$ cat config.mk
export PLATFORM = sky130hd
export DESIGN_NAME = freespace_update_arbiter
export DESIGN_NICKNAME = d
export VERILOG_FILES = /design/src/rtl/freespace_update_arbiter.sv
export SDC_FILE = /design/constraint.sdc
export NUM_CORES = 1
export LEC_CHECK = 0
export ABC_AREA = 1
export CAP_MARGIN = 10
export CORE_AREA = 2 2 309 311
export DETAILED_ROUTE_END_ITERATION = 8
export DIE_AREA = 0 0 311 313
export HOLD_SLACK_MARGIN = 0.06
export PLACE_DENSITY = 0.42
export SYNTH_ARGS = -nofsm -noshare
export SYNTH_HDL_FRONTEND = slang
export SYNTH_SLANG_ARGS = --single-unit
$ cat constraint.sdc
create_clock -name clk_bft -period 7.9 [get_ports clk_bft]
set_clock_uncertainty 0.2 [all_clocks]
set_input_delay 1.185 -clock clk_bft [delete_from_list [all_inputs] [get_ports clk_bft]]
set_output_delay 1.185 -clock clk_bft [all_outputs]
set_load 0.01 [all_outputs]
$ cat src/rtl/freespace_update_arbiter.sv
`default_nettype none
// ============================================================================
// freespace_update_arbiter: round-robin arbiter for input-port credit packets
// onto one BFT-bound output link, with a held valid/ack output register.
// Revision: 1.0
// ============================================================================
module freespace_update_arbiter #(
    parameter int PACKET_BITS  = 97,
    parameter int NUM_IN_PORTS = 7,
    parameter int PTR_BITS     = 3
) (
    input  logic                                clk_bft,
    input  logic                                reset_bft,
    input  logic [NUM_IN_PORTS-1:0]             freespace_update,
    input  logic [PACKET_BITS*NUM_IN_PORTS-1:0] packet_from_input_ports,
    output logic [PACKET_BITS-1:0]              stream_out,
    output logic                                stream_out_vld,
    input  logic                                stream_out_ack,
    output logic [PTR_BITS-1:0]                 grant_port,
    output logic [NUM_IN_PORTS-1:0]             pending
);

    localparam int c_SUM_W = PTR_BITS + 1;

    localparam logic [0:0] IDLE = 1'b0;
    localparam logic [0:0] SEND = 1'b1;

    logic [0:0]              r_state;
    logic [PTR_BITS-1:0]     r_rr_ptr;
    logic [NUM_IN_PORTS-1:0] r_pending;
    logic [PACKET_BITS-1:0]  r_stream_out;
    logic                    r_vld;
    logic [PTR_BITS-1:0]     r_grant_port;

    logic [PTR_BITS-1:0]     w_ptr_eff;
    logic [PTR_BITS-1:0]     w_winner;
    logic                    w_found;
    logic [c_SUM_W-1:0]      w_idx;
    logic                    w_grant;
    logic [PTR_BITS-1:0]     w_next_ptr;
    logic [NUM_IN_PORTS-1:0] w_clear;
    logic [PACKET_BITS-1:0]  w_slices [NUM_IN_PORTS];
    logic [PACKET_BITS-1:0]  w_sel;

    generate
        for (genvar i = 0; i < NUM_IN_PORTS; i++) begin : g_slice
            assign w_slices[i] = packet_from_input_ports[PACKET_BITS*i +: PACKET_BITS];
        end
    endgenerate

    // Out-of-range pointer codes fall back to port 0.
    assign w_ptr_eff = ({1'b0, r_rr_ptr} >= c_SUM_W'(NUM_IN_PORTS)) ? '0 : r_rr_ptr;

    always_comb begin
        w_winner = '0;
        w_found  = 1'b0;
        w_idx    = '0;
        for (int k = 0; k < NUM_IN_PORTS; k++) begin
            w_idx = {1'b0, w_ptr_eff} + c_SUM_W'(k);
            if (w_idx >= c_SUM_W'(NUM_IN_PORTS)) begin
                w_idx = w_idx - c_SUM_W'(NUM_IN_PORTS);
            end
            if (!w_found && r_pending[w_idx[PTR_BITS-1:0]]) begin
                w_found  = 1'b1;
                w_winner = w_idx[PTR_BITS-1:0];
            end
        end
    end

    assign w_grant    = w_found && ((r_state == IDLE) || stream_out_ack);
    assign w_next_ptr = (w_winner == PTR_BITS'(NUM_IN_PORTS - 1)) ? '0
                                                                 : w_winner + PTR_BITS'(1);
    assign w_clear    = w_grant ? (NUM_IN_PORTS'(1) << w_winner) : '0;
    assign w_sel      = w_slices[w_winner];

    // A pulse arriving in its own grant cycle re-sets the flag: set wins.
    always_ff @(posedge clk_bft or posedge reset_bft) begin
        if (reset_bft) begin
            r_pending <= '0;
        end else begin
            r_pending <= (r_pending & ~w_clear) | freespace_update;
        end
    end

    always_ff @(posedge clk_bft or posedge reset_bft) begin
        if (reset_bft) begin
            r_state      <= IDLE;
            r_rr_ptr     <= '0;
            r_stream_out <= '0;
            r_vld        <= 1'b0;
            r_grant_port <= '0;
        end else begin
            if (w_grant) begin
                r_stream_out <= w_sel;
                r_grant_port <= w_winner;
                r_rr_ptr     <= w_next_ptr;
                r_vld        <= 1'b1;
                r_state      <= SEND;
            end else if ((r_state == SEND) && stream_out_ack) begin
                r_vld   <= 1'b0;
                r_state <= IDLE;
            end
        end
    end

    assign stream_out     = r_stream_out;
    assign stream_out_vld = r_vld;
    assign grant_port     = r_grant_port;
    assign pending        = r_pending;

endmodule
`default_nettype wire
==> key figures <==
Drt
  – Antenna viol nets, final: 0
  – Detailed Route WL: 86.47 mm
  – Per-cell routed wire length: just over 20 um
  – DR pass1 iterations: 7
  – Vias: 18,015
  – Remaining DRCs: 0
  – Initial DRC count: approximately 1,200
  – Via density per instance: ~4.3

Worst setup path
  – CP endpoint kind: flop
  – Worst path bufs/invs: 4
  – FF-to-FF End: stream_out[87]$_DFFE_PP0P_
  – CP peak stage delay: between 0.7 and 0.8 ns
  – Most frequent CP cell: nand3_1
  – R2r setup slk: approximately 2.2 ns
  – Crit path max-delay family: simple AND/OR/NAND/NOR gates
  – Worst Setup SP: r_rr_ptr[0]$_DFFE_PP0P_
  – Crit path kind: flop to flop
  – Worst R2R Start: r_rr_ptr[0]$_DFFE_PP0P_
  – Arrival time at the worst endpoint: approximately 5.8 ns
  – Data required time of the critical path: approximately 8.1 ns
  – Worst path depth: 24
  – CP endpoint: stream_out[87]$_DFFE_PP0P_
  – Crit path launch type: flop
  – CP cell instances: ha_1 > inv_1 > nand3_1 > inv_1 > ha_1 > ha_1 > nor2_1 > nand2_2 > nand2_2 > nand2_1 > nand3_1 > nand3_2 > nand3_4 > inv_2 > nand3_1 > nand2_1 > nor2_1 > nand3_1 > nor2_4 > buf_4 > nand3_1 > nand3_1 > nand2_1 > nand3_1
  – Max FO, Critical Path: 51
  – Crit-path slowest cell: nor2_4
  – Worst Reg-to-Reg Cells: 24

GRT
  – First-pass GRT wire length: 124.5 mm
  – Gr ovfl total: 0
  – Total track usage: 0.1707
  – Initial antenna violation count: 23
  – Vias in the first global route: ~18,000
  – Largest net degree at the start of global routing: ~120

Clock network
  – CTS H-tree lvls: 3
  – Setup Buffers After CTS: 0
  – Max Root-Sink Buffers: 2
  – Clock sink count: approximately 110
  – CTS tree: yes
  – Worst-path clk slew: 0.10 ns
  – Clk Latency, worst-skew pair: roughly 0.4 ns
  – Post-CTS sizing: 0
  – CTS root buf: clkbuf_16
  – Hold_buf cts: 0
  – Num CTS Buffers: 9

Cells and area
  – Sequential Area: between 2000 and 3000 um^2
  – Nets: 3,636
  – Fraction of layout cells with a size suffix above 1: 0.03026
  – Footprint of the multi-input gates: ~8600 um^2
  – FILL cells: roughly 11,000
  – Area grow syn2layout: 75.29%

Yosys
  – Synth Warn #: 0
  – Post-synth cell types: 36
  – Dominant cells by area after synthesis: nand2_1 (32%), nand3_1 (30%), dfrtp_1 (22%)
  – Yosys top cell by area: nand2_1
  – Mapped Cells: roughly 2,300
  – Synth top area share: 0.3239
  – Post-synth net total: 2,971
  – Seq/Total Area, Yosys: 0.2226
  – Syn Area/Cell: between 5 and 6 um^2
  – Netlist Area Pre-Place: ~12,000 um^2
  – Flops & latches, synth: approximately 110

Floorplanning
  – Chip Width: roughly 310 um
  – Starting Density: 0.1325
  – Die height: approximately 310 um
  – Num ports: 797
  – Die area: roughly 100,000 um^2
  – Core box area: between 90,000 and 100,000 um^2
  – Row count: 113

STA
  – RSZ-0062 raised after global routing: false
  – Rel. slew slack: 0.3176
  – Total Neg Setup Slack: 0 ns
  – Hold Violations, Final: 0
  – Fmax: ~180 MHz
  – Tmin final: between 5 and 6 ns
  – Tcrit/Tclk final: 0.7166
  – Setup-failing EPs final: 0
  – Final slew viol count: 0
  – Slew of the pin with the lowest slew margin: 1.024 ns

Min path
  – Hold_sp: grant_port[1]$_DFFE_PP0P_
  – Hold Path Class: flop to flop

Placement
  – Buffers added on ports: around 800
  – Dpl hpwl: around 67 mm
  – Routability Congestion: 0.8650

Run status
  – Status: complete, no violations

Flow run
  – Max-cap viol count: 0
[registers in the layout (all words and copies together) (netlist names)]
register / cells
grant_port: 3
pending: 7
r_rr_ptr: 3
stream_out: 97
stream_out_vld: 1
[routing by layer]
layer / vias to the layer above / track usage / wire [um]
li1: 8796 / - / -
met1: 8451 / 0.2051 / 35470
met2: 683 / 0.2984 / 42230
met3: 59 / 0.05763 / 7767
met4: 26 / 0.02723 / 844
met5: - / 0 / 165
[worst min-delay path by stage]
stage,end,slack (ns),cells after the start
4_1_cts,grant_port[1]$_DFFE_PP0P_,0.30,2
5_1_grt,grant_port[1]$_DFFE_PP0P_,0.32,2
6_report,grant_port[1]$_DFFE_PP0P_,0.29,2
3_5_place_dp,grant_port[2]$_DFFE_PP0P_,0.27,2
2_1_floorplan,grant_port[2]$_DFFE_PP0P_,0.32,2
3_3_place_gp,grant_port[2]$_DFFE_PP0P_,0.27,2
[worst min-delay path: stages, from the launching register on]
cell and delay, ns:
dfrtp_1 0.35, nand2_1 0.05, o21ai_0 0.06
[layout make-up]
type                    instances  area share
clock buffers                  11     0.01110
clock inverters                 4    0.001430
repair buffers                835      0.3845
multi-input cells            1928      0.3934
diodes                          8   0.0009152
inverters                      52    0.009381
flip-flops and latches        111      0.1270
well taps                    1265     0.07236
[cells in the mapped netlist, drive strengths merged]
cell and n:
a22oi 1, o31ai 1, xnor2 1, xor2 1
a21boi 4, fa 1, a21o 1, buf 147
o211ai 4, nand4 10, o21bai 5, ha 9
nand2 1084, dfrtp 111, nor2 26, nand3 755
a21oi 3, o21ai 19, inv 52, clkbuf 34
nor3 2, o2111ai 1
[layout by cell type, fill, tap and decap left out, drive strengths merged, types with 2 or more instances in the layout]
master,netlist,layout
dfrtp,111,111
nor3,2,2
ha,9,9
diode,0,8
o21bai,5,5
buf,147,39
nand3,755,755
a21oi,3,3
nand4,10,10
a21boi,4,4
o211ai,4,4
clkinvlp,0,3
inv,52,53
nor2,26,26
nand2,1084,1084
clkbuf,34,11
clkdlybuf4s50,0,796
o21ai,19,19
[logic make-up after synthesis]
group	count (synthesis)	share of synthesized area
AND/OR/NAND/NOR	1877	0.6533
adder cells (fa/ha/maj)	10	0.01063
XOR/XNOR	2	0.002006
AO/OA/AOI/OAI	39	0.02035
buffers and inverters	233	0.09114
flip-flops	111	0.2226
[per-stage QoR]
| stage | std cells | instance area (um^2) | utilization | worst slack, ns | hold WS (ns) |
|---|---|---|---|---|---|
| 2_1_floorplan | 2272 | 12480 | - | 3.584 | 0.3160 |
| 3_3_place_gp | 4191 | 21580 | 0.2292 | 2.275 | 0.2667 |
| 5_1_grt | 4208 | 21860 | 0.2321 | 1.642 | 0.3203 |
| 6_report | 4214 | 21870 | 0.2323 | 2.239 | 0.2888 |
| 4_1_cts | 4206 | 21850 | 0.2321 | 2.214 | 0.2976 |
| 3_5_place_dp | 4191 | 21580 | 0.2292 | 2.247 | 0.2721 |
Power is left out: the tool's default activity adds up to more than one toggle a clock period on the data nets, which glitch-free logic cannot reach.
